`config.mk`:
```
export PLATFORM = sky130hd
export DESIGN_NAME = qam16_hard_demap
export DESIGN_NICKNAME = d
export VERILOG_FILES = /design/src/rtl/qam16_hard_demap.sv
export SDC_FILE = /design/constraint.sdc
export NUM_CORES = 1
export LEC_CHECK = 0
export ABC_AREA = 1
export CORE_MARGIN = 4
export CORE_UTILIZATION = 44
export DETAILED_ROUTE_END_ITERATION = 16
export GPL_TIMING_DRIVEN = 0
export PLACE_DENSITY = 0.76
export REMOVE_ABC_BUFFERS = 1
export SLEW_MARGIN = 0
export SYNTH_ARGS = -nofsm -noshare
export SYNTH_HDL_FRONTEND = slang
export SYNTH_SLANG_ARGS = --single-unit
```
`constraint.sdc`:
```
create_clock -name clk -period 1.8 [get_ports clk]
set_input_delay 0.54 -clock clk [delete_from_list [all_inputs] [get_ports clk]]
set_output_delay 0.54 -clock clk [all_outputs]
set_load 0.005 [all_outputs]
```
`src/rtl/qam16_hard_demap.sv`:
```
// rtl/qam16_hard_demap.sv - hard-decision Gray QAM16 demapper emitting one burst per tx_done handshake.
// Optional saturating sync-error counter port err_cnt is built when QAM16_DEMAP_ERRCNT_EN is defined.
module qam16_hard_demap #(
  parameter int W          = 16,
  parameter int THR        = 2048,
  parameter int N_BIN      = 32,
  parameter int ACT_START  = 1,
  parameter int ACT_NUM    = 28,
  parameter int SYMBOL_NUM = 8
) (
  input  logic         clk,
  input  logic         rst_n,
  input  logic [W-1:0] i_in,
  input  logic [W-1:0] q_in,
  input  logic         in_valid,
  input  logic         sym_start,
  input  logic         tx_done,
  output logic [3:0]   dout,
  output logic         dout_valid,
  output logic         burst_done,
  output logic         sync_err
`ifdef QAM16_DEMAP_ERRCNT_EN
  ,
  output logic [7:0]   err_cnt
`endif
);

  localparam int BW      = (N_BIN > 1) ? $clog2(N_BIN) : 1;
  localparam int NIB_TOT = ACT_NUM * SYMBOL_NUM;
  localparam int NW      = $clog2(NIB_TOT + 1);

  localparam logic [BW-1:0] BIN_LAST  = BW'(N_BIN - 1);
  localparam logic [NW-1:0] NIB_LAST  = NW'(NIB_TOT - 1);
  localparam logic [NW-1:0] NIB_LIMIT = NW'(NIB_TOT);
  localparam logic [31:0]   ACT_LO    = 32'(ACT_START);
  localparam logic [31:0]   ACT_HI    = 32'(ACT_START + ACT_NUM);

  localparam logic signed [W:0] THR_P = (W+1)'(THR);
  localparam logic signed [W:0] THR_N = (W+1)'(-THR);

  localparam logic [1:0] ST_IDLE = 2'd0;
  localparam logic [1:0] ST_RUN  = 2'd1;
  localparam logic [1:0] ST_DONE = 2'd2;

  logic [1:0]    state;
  logic [BW-1:0] bin_cnt;
  logic [7:0]    sym_cnt;
  logic [NW-1:0] nib_cnt;

  logic          take;
  logic          misalign;
  logic          active;
  logic [BW-1:0] eff_bin;
  logic [31:0]   eff_bin_w;

  logic signed [W:0] i_ext;
  logic signed [W:0] q_ext;
  logic [3:0]        slice;

  logic       s1_valid;
  logic [3:0] s1_bits;

  // Sign-extend by one bit so the most negative input compares correctly without abs().
  assign i_ext = {i_in[W-1], i_in};
  assign q_ext = {q_in[W-1], q_in};

  always_comb begin
    slice[3] = ~i_in[W-1];
    slice[2] = (i_ext > THR_N) && (i_ext < THR_P);
    slice[1] = ~q_in[W-1];
    slice[0] = (q_ext > THR_N) && (q_ext < THR_P);
  end

  // A sample is consumed in IDLE only when it opens a symbol; DONE swallows everything.
  always_comb begin
    take     = 1'b0;
    misalign = 1'b0;
    eff_bin  = bin_cnt;
    if (!tx_done && in_valid) begin
      case (state)
        ST_IDLE: begin
          if (sym_start) begin
            take    = 1'b1;
            eff_bin = '0;
          end
        end
        ST_RUN: begin
          take = 1'b1;
          if (sym_start && (bin_cnt != '0)) begin
            misalign = 1'b1;
            eff_bin  = '0;
          end
        end
        default: ;
      endcase
    end
  end

  assign eff_bin_w = 32'(eff_bin);
  assign active    = take && (eff_bin_w >= ACT_LO) && (eff_bin_w < ACT_HI)
                     && (nib_cnt < NIB_LIMIT);

  always_ff @(posedge clk or negedge rst_n) begin
    if (!rst_n) begin
      state    <= ST_IDLE;
      bin_cnt  <= '0;
      sym_cnt  <= '0;
      nib_cnt  <= '0;
      sync_err <= 1'b0;
    end else if (tx_done) begin
      state    <= ST_IDLE;
      bin_cnt  <= '0;
      sym_cnt  <= '0;
      nib_cnt  <= '0;
      sync_err <= 1'b0;
    end else begin
      sync_err <= misalign;
      if (take) begin
        bin_cnt <= (eff_bin == BIN_LAST) ? '0 : eff_bin + 1'b1;
        if (misalign || (eff_bin == BIN_LAST)) begin
          sym_cnt <= sym_cnt + 8'd1;
        end
        if (state == ST_IDLE) begin
          state <= ST_RUN;
        end
        if (active) begin
          nib_cnt <= nib_cnt + 1'b1;
          if (nib_cnt == NIB_LAST) begin
            state <= ST_DONE;
          end
        end
      end
    end
  end

  always_ff @(posedge clk or negedge rst_n) begin
    if (!rst_n) begin
      s1_valid <= 1'b0;
      s1_bits  <= 4'd0;
    end else if (tx_done) begin
      s1_valid <= 1'b0;
    end else begin
      s1_valid <= active;
      if (active) begin
        s1_bits <= slice;
      end
    end
  end

  always_ff @(posedge clk or negedge rst_n) begin
    if (!rst_n) begin
      dout       <= 4'd0;
      dout_valid <= 1'b0;
    end else if (tx_done) begin
      dout_valid <= 1'b0;
    end else begin
      dout_valid <= s1_valid;
      if (s1_valid) begin
        dout <= s1_bits;
      end
    end
  end

  assign burst_done = (state == ST_DONE);

`ifdef QAM16_DEMAP_ERRCNT_EN
  always_ff @(posedge clk or negedge rst_n) begin
    if (!rst_n) begin
      err_cnt <= 8'd0;
    end else if (tx_done) begin
      err_cnt <= 8'd0;
    end else if (misalign && (err_cnt != 8'hFF)) begin
      err_cnt <= err_cnt + 8'd1;
    end
  end
`endif

endmodule

```
# After elaboration in Yosys (flattened, before gate mapping)
# Cells that the tools add are included.
# W data, S select, Z words.
dict set report word_totals {
  latch_bits 0
  mem_count 0
  reg_bits 26
  out_inout_bits 7
  inputBits 37
  ramBits 0
  mem_bits_ro 0
}
dict set report classes {
  n_eq_ne 4
  magnitude_cmp 7
  multipliers 0
  n_addsub 2
  div 0
  mux 24
  reduce_logical 15
  bitwise 3
  n_shift 0
}
# op count
set op_table {}
lappend op_table {{$gt A16 B12 Y1 const B} 2}
lappend op_table {{$lt A16 B13 Y1 const B} 2}
lappend op_table {{$mux W5} 6}
lappend op_table {{$mux W8} 3}
lappend op_table {{$mux W2} 5}
lappend op_table {{$pmux W5 S2} 1}
lappend op_table {{$add A8 B1 Y8 const B} 1}
lappend op_table {{$eq A8 B8 Y1 const B} 1}
lappend op_table {{$lt A8 B8 Y1 const B} 1}
lappend op_table {{$mux W1} 8}
lappend op_table {{$logic_and A1 B1 Y1} 7}
lappend op_table {{$reduce_and A2 Y1} 3}
lappend op_table {{$add A5 B1 Y5 const B} 1}
lappend op_table {{$eq A5 B5 Y1 const B} 1}
lappend op_table {{$ge A5 B1 Y1 const B} 1}
lappend op_table {{$lt A5 B5 Y1 const B} 1}
lappend op_table {{$reduce_bool A5 Y1} 1}
lappend op_table {{$reduce_bool A2 Y1} 2}
lappend op_table {{$not A1 Y1} 3}
lappend op_table {{$eq A2 B1 Y1 const B} 1}
lappend op_table {{$eq A2 B2 Y1 const B} 1}
lappend op_table {{$logic_not A2 Y1} 1}
lappend op_table {{$pmux W1 S2} 1}
lappend op_table {{$logic_not A1 Y1} 1}

# Depth between registers and ports, before layout
# Gate-level depths: netlist of the first run.
dict set report depth {
  depth_word 12
  depth_mapped 16
  mapped_depth_nobuf 16
}

# Worst setup path before layout of the first run
# OpenSTA, ideal clock, no wires.
dict set report synth_path {
  path_kind {input to register}
  startpoint {in tx_done}
  endpoint {reg nib_cnt[6]}
  t_arrival_ns 1.880
  cell_stages 16
  path_buffers 1
  setup_slack_ns -0.145
  setup_ns 0.065
  required_ns 1.735
  cell_sequence {clkinv_2 -> nand2_2 -> nor2_4 -> o21ai_0 -> inv_1 -> nor2_1 -> inv_1 -> ha_1 -> inv_1 -> nand2_2 -> nor2_4 -> nand2_4 -> nand2_4 -> buf_12 -> nand3_2 -> nand2_2}
}
dict set report synth_via {
  elab_chain_len 9
  word_cells_on_any_way 13
  classes_between {2 x order compare; 3 x mux; 8 x reduce/logical}
}
# item line_no
set synth_lines {}
lappend synth_lines {{start, declared} 17} ;# input logic tx_done,
lappend synth_lines {{$logic_not A1 Y1} 79} ;# if (!tx_done && in_valid) begin
lappend synth_lines {{$logic_and A1 B1 Y1} 79}
lappend synth_lines {{$mux W5} 79}
lappend synth_lines {{$ge A5 B1 Y1} 100} ;# assign active = take && (eff_bin_w >= ACT_LO) && (eff_bin_w < ACT_HI)
lappend synth_lines {{$logic_and A1 B1 Y1 (2 in series)} 100}
lappend synth_lines {{$logic_and A1 B1 Y1} 101} ;# && (nib_cnt < NIB_LIMIT);
lappend synth_lines {{$reduce_bool A2 Y1 (no line)} n/a}
lappend synth_lines {{$reduce_and A2 Y1 (no line)} n/a}
lappend synth_lines {{end signal, assigned} 127} ;# nib_cnt <= nib_cnt + 1'b1;
lappend synth_lines {{end, declared} 48} ;# logic [NW-1:0] nib_cnt;
# Parallel ways exist; a longest one is shown, timed or not.
# A chain may end at the register's enable or synchronous reset.

# Final worst setup path of the first run
dict set report layout_path {
  startpoint {reg bin_cnt[4]}
  endpoint {reg bin_cnt[4]}
}
dict set report layout_via {
  elab_chain_len 9
  word_cells_on_any_way 11
  classes_between {1 x add/sub; 1 x eq/ne; 7 x mux; 2 x reduce/logical}
}
# item line_no
set layout_lines {}
lappend layout_lines {{start, declared} 46} ;# logic [BW-1:0] bin_cnt;
lappend layout_lines {{start signal, assigned} 119} ;# bin_cnt <= (eff_bin == BIN_LAST) ? '0 : eff_bin + 1'b1;
lappend layout_lines {{$reduce_bool A5 Y1} 89} ;# if (sym_start && (bin_cnt != '0)) begin
lappend layout_lines {{$logic_and A1 B1 Y1} 89}
lappend layout_lines {{$mux W5} 89}
lappend layout_lines {{$pmux W5 S2} 80} ;# case (state)
lappend layout_lines {{$mux W5 *} 79}
lappend layout_lines {{$add A5 B1 Y5 / $eq A5 B5 Y1 (equally long branches)} n/a}
lappend layout_lines {{$mux W5 *} 119}
lappend layout_lines {{$mux W5 *} 118} ;# if (take) begin
lappend layout_lines {{$mux W5 *} 110} ;# end else if (tx_done) begin
# Every way passes the cells marked *; elsewhere a longest branch is shown, timed or not. The select of a mux whose other input is x is not followed.

==> flow_metrics.env, run 1 <==
export IMPL_power_density_mw_per_mm2=658
export IMPL_antenna_found_initial=0
export IMPL_die_w_um=69.8
export IMPL_met1_length_um=1610
export IMPL_wl_met2_um=2020
export IMPL_stdcell_area_sq_mm=0.00242
export IMPL_layout_setup_ws_ns=-0.163
export IMPL_avgViaCountPerCell=5.03
export IMPL_reg2reg_depth=10
export IMPL_hold_viol_final=0
export IMPL_crit_family="simple AND/OR/NAND/NOR gates"
export IMPL_place_hpwl_um=2660
export IMPL_rows=22
export IMPL_max_cap_viol_count=0
export IMPL_reg2reg_from="bin_cnt[4]$_DFFE_PN0P_"
export IMPL_status="complete, but fails checks"
export IMPL_cts_sinks=26
export IMPL_critPathSlowestCell="dfrtp_1"
export IMPL_period_needed_ns=1.96
export IMPL_die_y_um=69.8
export IMPL_first_global_vias=1633
export IMPL_peakVddDrop_mv=0.291
export IMPL_clk_pin_slew_worst_paths_ns=0.09
export IMPL_dpl_cell_area_sq_mm=0.00214
export IMPL_hold_ws_ns=0.485
export IMPL_grt_ovfl_total=0
export IMPL_worstPathMaxFanout=3
export IMPL_track_usage_pct=16.8
export IMPL_utilization_pct=66.2
export IMPL_synth_distinct_cells=28
export IMPL_crit_end="bin_cnt[4]$_DFFE_PN0P_"
export IMPL_dr_wl_met3_um=303
export IMPL_slew_headroom_pct=23.0
export IMPL_dieArea_sq_mm=0.00487
export IMPL_num_io_pins=44
export IMPL_violations="negative setup slack"
export IMPL_path_cells="nor3_2 -> nand2_1 -> o21ai_2 -> inv_2 -> nor2_4 -> ha_1 -> nand2_1 -> nor2_1 -> ha_2 -> a22o_1"
export IMPL_finalSetupTns_ns=-1.78
export IMPL_grt_max_degree=27
export IMPL_drt_total_wl_um=4020
export IMPL_areaGrowthSynthToFinish_pct=44.4
export IMPL_worst_slew_pin_slew_ns=1.15
export IMPL_max_freq_mhz=509
export IMPL_drive_above_1_share_pct=24.4
export IMPL_initial_core_util_pct=45.8
export IMPL_clkLatencyLatePin_ns=0.27
export IMPL_drt_initial_drc_count=103
export IMPL_r2r_setup_slack_ns=-0.16
export IMPL_routed_top_layer="met4"
export IMPL_rsz0062_at_grt="yes"
export IMPL_drcViolationCount=0
export IMPL_path_buf_inv=1
export IMPL_yosysSeqAreaShare_pct=38.8
export IMPL_worstPathArrival_ns=2.13
export IMPL_crit_type="register to register"
export IMPL_slew_violations=0
export IMPL_port_buffer_count=43
export IMPL_endpoint_kind="register"
export IMPL_syn_area_per_cell_sq_um=7.52
export IMPL_syn_area_sq_mm=0.00168
export IMPL_crit_required_ns=1.97
export IMPL_finalClockSkew_ns=0.00199
export IMPL_clk_path_buf_depth=2
export IMPL_cts_tree="yes"
export IMPL_htree_levels=1
export IMPL_syn_inst=223
export IMPL_firstDrtPassIters=4
export IMPL_wire_per_inst_um=12.1
export IMPL_yosysWarnings=0
export IMPL_fin_crit_sh_pct=109
export IMPL_grt_pass1_wl_um=6810
export IMPL_crit_start="bin_cnt[4]$_DFFE_PN0P_"
export IMPL_fin_nets=325
export IMPL_cts_root_buf="clkbuf_8"
export IMPL_ant_nets=0
export IMPL_critPathLaunchType="register"
export IMPL_min_path_type="input pin to async pin"
export IMPL_crit_path_frequent_cell="nand2_1"
export IMPL_crit_cells=10
export IMPL_finalSetupViolations=20
export IMPL_cpPeakStageDelay_ns=0.42
export IMPL_routabilityCongestion=0.804
export IMPL_cts_buffers=3
export IMPL_core_area_sq_mm=0.00366
export IMPL_p_leak_uw=0.00120
export IMPL_reg2reg_to="bin_cnt[4]$_DFFE_PN0P_"
export IMPL_vias=1664
export IMPL_antennaDiodeCount=0
export IMPL_ys_ff_latch=26
==> sequential cells by signal (all words and copies together), names as in the netlist <==
| name | cells |
|---|---|
| bin_cnt | 5 |
| state | 2 |
| sync_err | 1 |
| s1_valid | 1 |
| s1_bits | 4 |
| nib_cnt | 8 |
| dout | 4 |
| dout_valid | 1 |
==> metrics by stage <==
step | total power [uW] | cells | setup slack (ns)
finish | 1590 | 331 | -0.163
global route | 1680 | 331 | -0.275
CTS | 1580 | 328 | -0.162
detailed placement | 1040 | 311 | -1.25
global placement | 1030 | 311 | -1.24
floorplan | 849 | 220 | -0.368
==> cell families after synthesis <==
kind of cell    synth area share, %
flops                          38.8
compound gates                 5.82
fa+ha+maj                      2.98
buf+inv                        8.95
simple gates                   41.9
xor+xnor                       1.57
==> power breakdown <==
part           leakage (uW)  total, uW  internal [uW]  switching [uW]
combinational      0.000807        424            218             206
clock             0.0000357        489            298             192
sequential         0.000353        681            644            37.8
total               0.00120       1590           1160             435
==> synthesized netlist by cell type <==
library cell	number	area share (%)
nand2_4	2	1.3
ha_1	4	3.0
a21oi_1	1	0.30
xor2_1	3	1.6
o21ai_0	9	2.7
nor4_1	1	0.37
buf_2	1	0.30
inv_1	29	6.5
nand3_2	8	4.8
a22o_1	1	0.52
buf_12	1	1.2
o21bai_1	2	0.89
nor2_4	5	3.4
inv_2	1	0.22
nand3b_1	1	0.45
nand2_1	62	14
buf_4	1	0.45
o22ai_1	1	0.37
nor3_1	7	2.1
dfrtp_1	26	39
nor2_2	4	1.5
o32ai_1	1	0.52
a21oi_2	1	0.52
nor2_1	23	5.1
nand4_1	6	2.2
nand2_2	7	2.6
clkinv_2	1	0.30
nand3_1	14	4.2
==> placed cells by master, fill, tap and decap left out, types with 3 or more instances in the layout <==
master / instances
nand3_2: 8
nand3_1: 14
nor2_1: 20
inv_1: 23
nand4_1: 6
nand2_2: 10
nor2_4: 8
nor2_2: 4
clkbuf_8: 3
nand2_1: 60
dfrtp_1: 25
xor2_1: 3
clkdlybuf4s50_1: 38
buf_4: 12
o21ai_0: 7
inv_2: 6
nor3_1: 6
==> metal layers <==
| layer | global-route usage (%) | vias to the layer above |
|---|---|---|
| li1 | - | 834 |
| met1 | 19.4 | 760 |
| met2 | 29.1 | 61 |
| met3 | 4.20 | 9 |
| met4 | 7.87 | 0 |
| met5 | 0 | - |
==> worst min-delay path by stage <==
stage                             endpoint                    from  depth (start not counted)
floorplan           bin_cnt[0]$_DFFE_PN0P_                   rst_n                          0
global placement       dout[3]$_DFFE_PN0P_     dout[3]$_DFFE_PN0P_                          2
detailed placement     dout[3]$_DFFE_PN0P_  s1_bits[3]$_DFFE_PN0P_                          2
CTS                 s1_bits[2]$_DFFE_PN0P_  s1_bits[2]$_DFFE_PN0P_                          2
global route        s1_bits[1]$_DFFE_PN0P_  s1_bits[1]$_DFFE_PN0P_                          2
finish              bin_cnt[3]$_DFFE_PN0P_                   rst_n                          1
==> repair_timing <==
item,in CTS,in global routing
buffers inserted,11,3
hold buffers,0,0
endpoints found under the setup margin,21,46
cloned,2,0
pin swaps,15,14
resized for setup,26,15
==> final cells by class <==
type | instances | area [sq um]
clock inverter | 1 | 30.0
clock buffer | 3 | 41.3
inverter | 31 | 124
tap | 48 | 60.1
fill | 300 | 1240
timing repair buffer | 57 | 541
multi-input combinational | 165 | 975
sequential | 26 | 652
(Power assumes the default switching activity.)
==> run 2: changes to the inputs <==
--- a/config.mk
+++ b/config.mk
@@ -7,10 +7,9 @@
 export LEC_CHECK = 0
 export ABC_AREA = 1
 export CORE_MARGIN = 4
-export CORE_UTILIZATION = 44
+export CORE_UTILIZATION = 35
 export DETAILED_ROUTE_END_ITERATION = 16
 export GPL_TIMING_DRIVEN = 0
-export PLACE_DENSITY = 0.76
 export REMOVE_ABC_BUFFERS = 1
 export SLEW_MARGIN = 0
 export SYNTH_ARGS = -nofsm -noshare
==> flow_metrics.env, run 2 (synthesis gave the netlist of run 1 again) <==
export IMPL_cts_root_buf="clkbuf_8"
export IMPL_peakVddDrop_mv=0.359
export IMPL_status="complete, but fails checks"
export IMPL_final_common_cell="nand2_1"
export IMPL_grt_pass1_wl_um=7200
export IMPL_avgViaCountPerCell=4.75
export IMPL_fin_crit_sh_pct=110
export IMPL_fin_nets=334
export IMPL_regMostFlops="nib_cnt"
export IMPL_min_path_type="register to register"
export IMPL_finalSetupViolations=18
export IMPL_worst_slew_pin_slew_ns=1.24
export IMPL_reg_top3="nib_cnt: 8 flops, bin_cnt: 5 flops"
export IMPL_cts_buffers=3
export IMPL_place_hpwl_um=2790
export IMPL_cts_tree="yes"
export IMPL_p_leak_uw=0.00125
export IMPL_drt_total_wl_um=4150
export IMPL_clk_path_buf_depth=2
export IMPL_areaGrowthSynthToFinish_pct=50.9
export IMPL_max_freq_mhz=507
export IMPL_largest_register_ffs=8
export IMPL_rsz0062_at_grt="yes"
export IMPL_power_density_mw_per_mm2=658
export IMPL_port_buffer_count=43
export IMPL_p_sw_uw=453
export IMPL_crit_type="register to register"
export IMPL_dpl_cell_area_sq_mm=0.00214
export IMPL_vias=1634
export IMPL_drt_initial_drc_count=117
export IMPL_firstDrtPassIters=6
export IMPL_mostFrequentLayoutCells="55 x nand2_1, 38 x clkdlybuf4s50_1, 25 x inv_1, 25 x dfrtp_1, 19 x nor2_1"
export IMPL_endpoint_kind="register"
export IMPL_finalClockSkew_ns=0.00274
export IMPL_grt_ovfl_total=0
export IMPL_p_clk_share_pct=29.6
export IMPL_hold_viol_final=0
export IMPL_intPower_uw=1210
export IMPL_critPathLaunchType="register"
export IMPL_layout_setup_ws_ns=-0.174
export IMPL_slew_headroom_pct=17.2
export IMPL_antennaDiodeCount=0
export IMPL_clk_pin_slew_worst_paths_ns=0.10
export IMPL_max_cap_viol_count=0
export IMPL_htree_levels=1
export IMPL_grt_max_degree=27
export IMPL_rows=24
export IMPL_wire_per_inst_um=12.0
export IMPL_die_y_um=77.2
export IMPL_utilization_pct=56.2
export IMPL_routabilityCongestion=0.815
export IMPL_ant_nets=0
export IMPL_track_usage_pct=14.4
export IMPL_first_global_vias=1682
export IMPL_fillers=421
export IMPL_initial_core_util_pct=37.2
export IMPL_drive_above_1_share_pct=29.1
export IMPL_violations="negative setup slack"
export IMPL_clkLatencyLatePin_ns=0.27
export IMPL_worstPathMaxFanout=3
export IMPL_worstPathArrival_ns=2.14
export IMPL_die_w_um=77.2
export IMPL_power_uw=1670
export IMPL_stdcell_area_sq_mm=0.00253
export IMPL_drcViolationCount=0
export IMPL_num_io_pins=44
export IMPL_antenna_found_initial=0
export IMPL_p_comb_share_pct=29.1
export IMPL_crit_required_ns=1.97
export IMPL_dieArea_sq_mm=0.00597
export IMPL_swShare_pct=27.2
export IMPL_core_area_sq_mm=0.00450
export IMPL_slew_violations=0
export IMPL_period_needed_ns=1.97
export IMPL_cts_sinks=26
export IMPL_seq_power_share_pct=41.3
run 2: cell type report:
type	instances	area (sq um)	share of cell area, %
Clock buffer	3	41.3	1.63
Clock inverter	1	30.0	1.19
Inverter	31	121	4.79
Multi-Input combinational cell	164	987	39.0
Sequential cell	26	652	25.7
Tap cell	52	65.1	2.57
Timing Repair Buffer	67	636	25.1
run 2: through the flow:
step	setup WS, ns	cells	hold WS, ns	TNS, ns
after floorplan	-0.368	220	0.244	-5.27
after global placement	-1.28	315	0.456	-29.38
after detailed placement	-1.31	315	0.459	-30.72
after CTS	-0.146	345	0.493	-1.68
after global routing	-0.280	344	0.519	-4.33
final	-0.174	344	0.486	-1.67
run 2: routing by layer:
| layer | share of wire (%) | wire, um | global-route usage (%) |
|---|---|---|---|
| met1 | 49 | 2020 | 18.8 |
| met2 | 45 | 1860 | 24.3 |
| met3 | 5.5 | 227 | 2.58 |
| met4 | 0.84 | 35 | 4.09 |
| met5 | 0 | 0 | 0 |
run 2: power by group through the flow:
stage | Combinational (uW) | Sequential [uW] | Clock (uW)
floorplan | 161 | 688 | 0
global placement | 344 | 695 | 0
detailed placement | 349 | 693 | 0
CTS | 470 | 684 | 508
global route | 537 | 696 | 530
finish | 485 | 687 | 493
run 2: timing repair:
item                                    CTS  global route
endpoints found under the setup margin   21            21
pin swaps                                 8            11
hold buffers                              0             0
buffers inserted                         25             1
gates resized for setup                  34            20
cloned                                    1             0
run 2: path summary, 6_finish.rpt:
path,startpoint,to,slack [ns],depth (start not counted)
max,bin_cnt[0]$_DFFE_PN0P_,bin_cnt[4]$_DFFE_PN0P_,-0.17,10
min,s1_bits[0]$_DFFE_PN0P_,s1_bits[0]$_DFFE_PN0P_,0.49,2
max reg2reg,bin_cnt[0]$_DFFE_PN0P_,bin_cnt[4]$_DFFE_PN0P_,-0.17,10
min reg2reg,s1_bits[0]$_DFFE_PN0P_,s1_bits[0]$_DFFE_PN0P_,0.49,2
max in group asynchronous,rst_n,state[1]$_DFFE_PN0P_,0.34,1
min in group asynchronous,rst_n,bin_cnt[0]$_DFFE_PN0P_,0.64,1
run 2: critical path, stage by stage (launching register included):
cell and delay (ns):
dfrtp_1 0.43, nor2_2 0.17, nand2_1 0.11, o21ai_2 0.14, inv_2 0.06, nor2_4 0.09
ha_2 0.19, nand2_2 0.07, nor2_2 0.12, ha_2 0.28, a22o_1 0.21
